File: config.mk
export PLATFORM = sky130hd
export DESIGN_NAME = ysyx_22050039_ifu
export DESIGN_NICKNAME = d
export VERILOG_FILES = /design/src/rtl/ysyx_22050039_ifu_pkg.sv /design/src/rtl/ysyx_22050039_ifu_pcgen.sv /design/src/rtl/ysyx_22050039_ifu.sv
export SDC_FILE = /design/constraint.sdc
export NUM_CORES = 1
export LEC_CHECK = 0
export CAP_MARGIN = 5
export CORE_MARGIN = 1.5
export CORE_UTILIZATION = 40
export DETAILED_ROUTE_END_ITERATION = 16
export GPL_ROUTABILITY_DRIVEN = 0
export PLACE_DENSITY = 0.75
export REMOVE_ABC_BUFFERS = 1
export SLEW_MARGIN = 20
export SYNTH_ARGS = -nofsm -noshare
export SYNTH_HDL_FRONTEND = slang
export SYNTH_SLANG_ARGS = --single-unit
File: constraint.sdc
create_clock -name clk -period 4.7 [get_ports clk]
set_input_delay 0.47 -clock clk [delete_from_list [all_inputs] [get_ports clk]]
set_output_delay 0.47 -clock clk [all_outputs]
set_load 0.03 [all_outputs]
File: src/rtl/ysyx_22050039_ifu_pkg.sv
// Shared types and constants for the ysyx_22050039 instruction fetch unit.
package ysyx_22050039_ifu_pkg;

  localparam logic [63:0] RESET_PC_DEFAULT = 64'h0000_0000_8000_0000;
  localparam logic [31:0] NOP_INST         = 32'h0000_0013;
  localparam int          PC_STEP          = 4;

  typedef enum logic [2:0] {
    S_IDLE = 3'd0,
    S_REQ  = 3'd1,
    S_WAIT = 3'd2,
    S_HOLD = 3'd3,
    S_ERR  = 3'd4
  } ifu_state_e;

endpackage

File: src/rtl/ysyx_22050039_ifu_pcgen.sv
// Fetch PC register: holds, steps by PC_STEP, or loads a redirect target.
module ysyx_22050039_ifu_pcgen
  import ysyx_22050039_ifu_pkg::*;
#(
  parameter int              XLEN     = 64,
  parameter logic [XLEN-1:0] RESET_PC = RESET_PC_DEFAULT[XLEN-1:0]
) (
  input  logic            clk,
  input  logic            rst,
  input  logic            redirect_i,
  input  logic            advance_i,
  input  logic [XLEN-1:0] dnpc_i,
  output logic [XLEN-1:0] fetch_pc_o
);

  logic [XLEN-1:0] fetch_pc_q;
  logic [XLEN-1:0] fetch_pc_d;

  // A redirect always wins over the sequential step.
  always_comb begin
    fetch_pc_d = fetch_pc_q;
    if (redirect_i) begin
      fetch_pc_d = dnpc_i;
    end else if (advance_i) begin
      fetch_pc_d = fetch_pc_q + XLEN'(PC_STEP);
    end
  end

  always_ff @(posedge clk or posedge rst) begin
    if (rst) begin
      fetch_pc_q <= RESET_PC;
    end else begin
      fetch_pc_q <= fetch_pc_d;
    end
  end

  assign fetch_pc_o = fetch_pc_q;

endmodule

File: src/rtl/ysyx_22050039_ifu.sv
// Instruction fetch unit: one outstanding imem request, held word handed to decode.
// Build option IFU_MISALIGN_CHK_EN: a misaligned redirect traps into a sticky ERR state.
module ysyx_22050039_ifu
  import ysyx_22050039_ifu_pkg::*;
#(
  parameter int              XLEN     = 64,
  parameter int              INST_LEN = 32,
  parameter logic [XLEN-1:0] RESET_PC = RESET_PC_DEFAULT[XLEN-1:0]
) (
  input  logic                clk,
  input  logic                rst,
  input  logic                pc_wen,
  input  logic [XLEN-1:0]     dnpc,
  output logic                imem_req_valid,
  input  logic                imem_req_ready,
  output logic [XLEN-1:0]     imem_req_addr,
  input  logic                imem_resp_valid,
  input  logic [INST_LEN-1:0] imem_resp_data,
  output logic                inst_valid,
  input  logic                inst_ready,
  output logic [INST_LEN-1:0] inst,
  output logic [XLEN-1:0]     pc,
  output logic                fetch_err,
  output ifu_state_e          dbg_state
);

  // Handshakes: a transfer happens on a cycle where valid and ready are both
  // high; valid never depends on ready, and payload stays stable while valid
  // is high and ready is low (except that a redirect may retarget a stalled request).

  ifu_state_e          state_q;
  logic                kill_q;
  logic [INST_LEN-1:0] inst_q;
  logic [XLEN-1:0]     pc_q;
  logic [XLEN-1:0]     fetch_pc;
  logic [XLEN-1:0]     dnpc_eff;
  logic                misalign;
  logic                redirect;
  logic                advance;
  logic                req_fire;

`ifdef IFU_MISALIGN_CHK_EN
  assign dnpc_eff = dnpc;
  assign misalign = pc_wen && (dnpc[1:0] != 2'b00);
`else
  assign dnpc_eff = dnpc & ~{{(XLEN-2){1'b0}}, 2'b11};
  assign misalign = 1'b0;
`endif

  assign redirect = pc_wen && (state_q != S_ERR);
  assign advance  = (state_q == S_HOLD) && inst_ready;
  assign req_fire = (state_q == S_REQ) && imem_req_ready;

  ysyx_22050039_ifu_pcgen #(
    .XLEN    (XLEN),
    .RESET_PC(RESET_PC)
  ) u_pcgen (
    .clk       (clk),
    .rst       (rst),
    .redirect_i(redirect),
    .advance_i (advance),
    .dnpc_i    (dnpc_eff),
    .fetch_pc_o(fetch_pc)
  );

  always_ff @(posedge clk or posedge rst) begin
    if (rst) begin
      state_q <= S_IDLE;
      kill_q  <= 1'b0;
      inst_q  <= INST_LEN'(NOP_INST);
      pc_q    <= RESET_PC;
    end else if (misalign && (state_q != S_ERR)) begin
      state_q <= S_ERR;
      kill_q  <= 1'b0;
    end else begin
      case (state_q)
        S_IDLE: state_q <= S_REQ;
        S_REQ: begin
          if (req_fire) begin
            state_q <= S_WAIT;
            kill_q  <= pc_wen;
          end
        end
        S_WAIT: begin
          if (imem_resp_valid) begin
            // Wrong-path word (earlier or same-cycle redirect) is discarded.
            if (kill_q || pc_wen) begin
              kill_q  <= 1'b0;
              state_q <= S_REQ;
            end else begin
              inst_q  <= imem_resp_data;
              pc_q    <= fetch_pc;
              state_q <= S_HOLD;
            end
          end else if (pc_wen) begin
            kill_q <= 1'b1;
          end
        end
        S_HOLD: begin
          if (inst_ready || pc_wen) begin
            state_q <= S_REQ;
          end
        end
        S_ERR:   state_q <= S_ERR;
        default: state_q <= S_IDLE;
      endcase
    end
  end

  assign imem_req_valid = (state_q == S_REQ);
  assign imem_req_addr  = fetch_pc;
  assign inst_valid     = (state_q == S_HOLD);
  assign inst           = inst_q;
  assign pc             = pc_q;
  assign dbg_state      = state_q;

`ifdef IFU_MISALIGN_CHK_EN
  assign fetch_err = (state_q == S_ERR);
`else
  assign fetch_err = 1'b0;
`endif

endmodule

==> results of run 1 <==
-- registers in the layout, indices dropped and copies added, names as in the netlist --
name,cells
u_pcgen.fetch_pc_o,62
dbg_state,3
kill_q,1
inst,32
pc,62
-- power groups by stage --
| stage | Sequential, W | Combinational (W) | Clock, W |
|---|---|---|---|
| finish | 0.00211 | 0.00252 | 0.00140 |
| global placement | 0.00211 | 0.00250 | 0 |
| CTS | 0.00211 | 0.00253 | 0.00143 |
| detailed placement | 0.00214 | 0.00253 | 0 |
| floorplan | 0.00295 | 0.000573 | 0 |
| global route | 0.00217 | 0.00263 | 0.00150 |
-- final cells by class --
| cell class | instances | area share, % |
|---|---|---|
| timing repair buffer | 265 | 24.0 |
| inverter | 13 | 0.489 |
| tap | 234 | 2.66 |
| sequential | 160 | 36.5 |
| multi-input combinational | 496 | 31.0 |
| clock inverter | 12 | 1.22 |
| clock buffer | 20 | 4.15 |
-- synth_stat cells (15+ instances only) --
cell type	n	share of area [%]
nand4_1	34	2.8
clkbuf_1	23	1.1
dfrtp_1	155	51
xnor2_1	16	1.8
o21ai_0	54	3.6
mux2_2	85	13
nand3_1	30	2.0
xor2_1	20	2.3
nand2_1	83	4.1
a31oi_1	15	1.2
nor2_1	34	1.7
nor4_1	20	1.7
-- metal layers --
layer  up-vias  global-route usage [%]  routed length [um]
met5         -                       0                   0
met4         0                    8.66                 542
met3        34                    5.40                1330
met2       202                    37.3               10800
met1      3164                    29.5                9680
li1       3055                       -                   -
-- critical path, delay by kind of cell, from the launching register on --
kind	cells	cell delay, ns
compound gates	1	0.18
fa+ha+maj	1	0.32
flops	1	0.45
simple gates	4	1.91
-- kinds of logic after synthesis --
group	synth area share [%]
AND/OR/NAND/NOR	20.1
flip-flops	52.9
AO/OA/AOI/OAI	6.93
multiplexers	13.0
buffers and inverters	2.66
XOR/XNOR	4.16
adder cells (fa/ha/maj)	0.165
other	0.0495
-- through the flow --
stage               setup TNS (ns)  instances
detailed placement               0       1168
finish                           0       1200
global route                     0       1200
global placement                 0       1168
floorplan                   -12.65        669
CTS                              0       1200
-- final timing paths --
check	from	to	slack (ns)	cells after the start
setup / recovery	u_pcgen.fetch_pc_o[2]$_DFFE_PP0P_	u_pcgen.fetch_pc_o[38]$_DFFE_PP0P_	1.74	6
hold / removal	pc[40]$_DFFE_PP0P_	pc[40]$_DFFE_PP0P_	0.49	2
max in group asynchronous	rst	u_pcgen.fetch_pc_o[3]$_DFFE_PP0P_	3.06	3
setup reg to reg	u_pcgen.fetch_pc_o[2]$_DFFE_PP0P_	u_pcgen.fetch_pc_o[38]$_DFFE_PP0P_	1.74	6
min in group asynchronous	rst	inst[15]$_DFFE_PP0P_	0.63	2
hold reg to reg	pc[40]$_DFFE_PP0P_	pc[40]$_DFFE_PP0P_	0.49	2
==> flow_metrics.env, run 1 <==
export IMPL_cts_made_buffers=17
export IMPL_portBuffers=260
export IMPL_syn2layout_area_growth_pct=45.0
export IMPL_avgSynthCellArea_um2=10.8
export IMPL_cts_hold_fix_buffers=0
export IMPL_gr_total_overflow=0
export IMPL_hold_violations=0
export IMPL_htree_num_levels=4
export IMPL_seq_area_frac_synth_pct=52.9
export IMPL_ys_flop_type="dfrtp_1"
export IMPL_die_area_um2=19800
export IMPL_register_area_um2=4010
export IMPL_max_cap_violations=0
export IMPL_status="finished clean"
export IMPL_cts_buffer_depth=2
export IMPL_clk_latency_ns=0.43
export IMPL_dp_hpwl_um=16100
export IMPL_power_frac_clock_pct=23.3
export IMPL_max_freq_mhz=338
export IMPL_ant_nets=0
export IMPL_coreArea_um2=18600
export IMPL_fillCellCount=1646
export IMPL_setup_viol=0
export IMPL_p_int_w=0.00376
export IMPL_async_flop_share_pct=100
export IMPL_grt_first_pass_wirelength_um=34900
export IMPL_drt_first_iter_violations=389
export IMPL_antenna_found_initial=0
export IMPL_hold_slack_ns=0.487
export IMPL_ir_worst_vdd_mv=0.289
export IMPL_seqPwrFrac_pct=35.0
export IMPL_worst_slack_ns=1.74
export IMPL_period_minus_slack_ns=2.96
export IMPL_cts_tree="done"
export IMPL_ios=268
export IMPL_drt_first_pass_iters=5
export IMPL_ctsResizeCount=0
export IMPL_vias=6455
export IMPL_syn_area_um2=7580
export IMPL_crit_type="register to register"
export IMPL_cp_arrival_ns=3.30
export IMPL_die_x_um=141
export IMPL_place_ws_ns=1.51
export IMPL_synth_edf_count=0
export IMPL_required_ns=5.04
export IMPL_layout_common_cells="clkdlybuf4s50_1 (260), dfrtp_1 (155), mux2_2 (85)"
export IMPL_clock_sinks=160
export IMPL_p_comb_share_pct=41.7
export IMPL_path_cells="ha_1, nand4_1, nor4_4, nand3_1, or4_1, a31oi_1"
export IMPL_wl_per_cell_um=18.6
export IMPL_yosysWarnings=0
export IMPL_drive_gt1_share_pct=15.2
export IMPL_synth_seq_cells=160
export IMPL_first_global_vias=6324
export IMPL_start_util_pct=40.7
export IMPL_nNetsFinal=1056
export IMPL_routed_wl_um=22300
export IMPL_multi_input_area_um2=3400
export IMPL_skew_ns=0.00956
export IMPL_worstSetupStartpointType="register"
export IMPL_netlist_instances=700
export IMPL_slew_violations=0
export IMPL_post_route_util_pct=59.0
export IMPL_clk_pin_slew_ns=0.07
export IMPL_power_density_nw_per_um2=549
export IMPL_period_share_pct=62.9
export IMPL_n_antenna_cell=0
export IMPL_rsz0062_at_grt="false"
export IMPL_final_common_cell="clkdlybuf4s50_1"
export IMPL_placed_area_um2=10400
export IMPL_grtUsageTotal_pct=22.8
export IMPL_post_cts_buffers=0
export IMPL_cts_root_buf="clkbuf_16"
export IMPL_via_per_inst=5.38
export IMPL_slowest_delay_ns=0.68
export IMPL_leakagePower_nw=4.50
export IMPL_grt_max_degree=105
export IMPL_hold_path_class="register to register"
export IMPL_power_w=0.00603
export IMPL_fp_dieH_um=141
export IMPL_ys_types=48
export IMPL_cp_end_kind="register"
export IMPL_worstMarginPinSlew_ns=1.02
export IMPL_fin_area_um2=11000
export IMPL_crit_fanout=17
export IMPL_worst_path_max_delay_cell="or4_1"
export IMPL_switching_share_pct=37.6
export IMPL_core_rowCount=50
export IMPL_drc_errors=0
export IMPL_p_sw_w=0.00227
export IMPL_maxSlewHeadroom_pct=32.1
Power figures use the tool's default switching activity.
==> inputs of run 2 (changes only) <==
clock period = 2.6 ns   (was 4.7 ns; I/O delays follow)
==> flow_metrics.env, run 2 (synthesis results as in run 1) <==
export IMPL_syn2layout_area_growth_pct=50.2
export IMPL_worstMarginPinSlew_ns=0.636
export IMPL_max_freq_mhz=423
export IMPL_portBuffers=260
export IMPL_final_common_cell="clkdlybuf4s50_1"
export IMPL_multi_input_area_um2=3400
export IMPL_worst_slack_ns=0.235
export IMPL_drc_errors=0
export IMPL_register_area_um2=4010
export IMPL_drive_gt1_share_pct=18.9
export IMPL_skew_ns=0.0100
export IMPL_cts_root_buf="clkbuf_16"
export IMPL_post_cts_buffers=0
export IMPL_period_minus_slack_ns=2.36
export IMPL_grtUsageTotal_pct=23.1
export IMPL_dp_hpwl_um=16800
export IMPL_grtUsageMet3_pct=4.93
export IMPL_maxSlewHeadroom_pct=57.2
export IMPL_antenna_found_initial=0
export IMPL_cts_made_buffers=17
export IMPL_die_area_um2=19800
export IMPL_ctsResizeCount=0
export IMPL_clk_pin_slew_ns=0.06
export IMPL_clk_latency_ns=0.43
export IMPL_core_rowCount=50
export IMPL_use_met1_pct=29.7
export IMPL_cts_buffer_depth=2
export IMPL_ir_worst_vdd_mv=0.471
export IMPL_via_per_inst=5.32
export IMPL_hold_slack_ns=0.269
export IMPL_clock_sinks=160
export IMPL_wl_per_cell_um=18.0
export IMPL_leakagePower_nw=4.74
export IMPL_grt_first_pass_wirelength_um=35700
export IMPL_slew_violations=0
export IMPL_vias=6627
export IMPL_cts_hold_fix_buffers=0
export IMPL_max_cap_violations=0
export IMPL_layout_common_cells="clkdlybuf4s50_1 (260), dfrtp_1 (155), mux2_2 (85)"
export IMPL_grt_max_degree=61
export IMPL_ios=268
export IMPL_setup_viol=0
export IMPL_cp_arrival_ns=2.71
export IMPL_drt_first_iter_violations=427
export IMPL_die_x_um=141
export IMPL_cp_end_kind="register"
export IMPL_cts_tree="done"
export IMPL_worstSetupStartpointType="register"
export IMPL_grt_util_met2_pct=39.1
export IMPL_fillCellCount=1603
export IMPL_place_ws_ns=0.0855
export IMPL_fp_dieH_um=141
export IMPL_hold_violations=0
export IMPL_ant_nets=0
export IMPL_power_w=0.0109
export IMPL_htree_num_levels=4
export IMPL_crit_fanout=10
export IMPL_drt_first_pass_iters=5
export IMPL_first_global_vias=6583
export IMPL_coreArea_um2=18600
export IMPL_required_ns=2.95
export IMPL_gr_total_overflow=0
export IMPL_n_antenna_cell=0
export IMPL_period_share_pct=91.0
export IMPL_start_util_pct=40.7
export IMPL_routed_wl_um=22400
export IMPL_crit_type="register to register"
export IMPL_hold_path_class="input port to asynchronous set/reset pin"
export IMPL_grt_busiest_layer="met2"
export IMPL_nNetsFinal=1102
export IMPL_power_density_nw_per_um2=955
export IMPL_rsz0062_at_grt="false"
export IMPL_status="finished clean"
## run 2: final timing paths
kind                                     startpoint                            endpoint  slack, ns  cells after the start
max in group asynchronous                       rst  u_pcgen.fetch_pc_o[31]$_DFFE_PP1P_       1.59                      3
hold reg to reg                  pc[47]$_DFFE_PP0P_                  pc[47]$_DFFE_PP0P_       0.48                      2
min in group clk                           dnpc[31]  u_pcgen.fetch_pc_o[31]$_DFFE_PP1P_       0.36                      3
setup reg to reg           dbg_state[2]$_DFFE_PP0P_  u_pcgen.fetch_pc_o[61]$_DFFE_PP0P_       0.24                      5
setup / recovery           dbg_state[2]$_DFFE_PP0P_  u_pcgen.fetch_pc_o[61]$_DFFE_PP0P_       0.24                      5
hold / removal                                  rst                inst[28]$_DFFE_PP0P_       0.27                      2
## run 2: metrics by stage
step,cells,instance area (um^2),setup TNS (ns),utilization (%)
finish,1246,11400,0,61.1
global placement,1214,10800,0,58.0
global route,1246,11400,0,61.1
floorplan,669,7440,-522.30,-
CTS,1246,11400,0,61.1
detailed placement,1214,10800,0,58.0
## run 2: cell type report
class | instances | share of cell area, %
Sequential cell | 160 | 35.2
Inverter | 13 | 0.473
Timing Repair Buffer | 311 | 26.9
Clock inverter | 9 | 0.726
Tap cell | 234 | 2.57
Clock buffer | 23 | 4.20
Multi-Input combinational cell | 496 | 29.9
## run 2: metal layers
metal	up-vias	part of all wire [%]	wire length, um
met1	3222	42	9480
met4	0	1.8	411
met5	-	0	0
met3	28	6.4	1440
met2	243	49	11100
li1	3134	-	-
## run 2: critical path, cell delays in order, from the launching register on
cell and delay, ns:
dfrtp_1 0.47, nand4b_2 0.41, nor4_1 0.55, nand4_1 0.28
or3_1 0.41, a31oi_1 0.17
## run 2: where the power goes
group          switching (W)  internal, W
Combinational        0.00258      0.00213
Sequential          0.000475      0.00328
Clock                0.00101      0.00139
Total                0.00406      0.00681
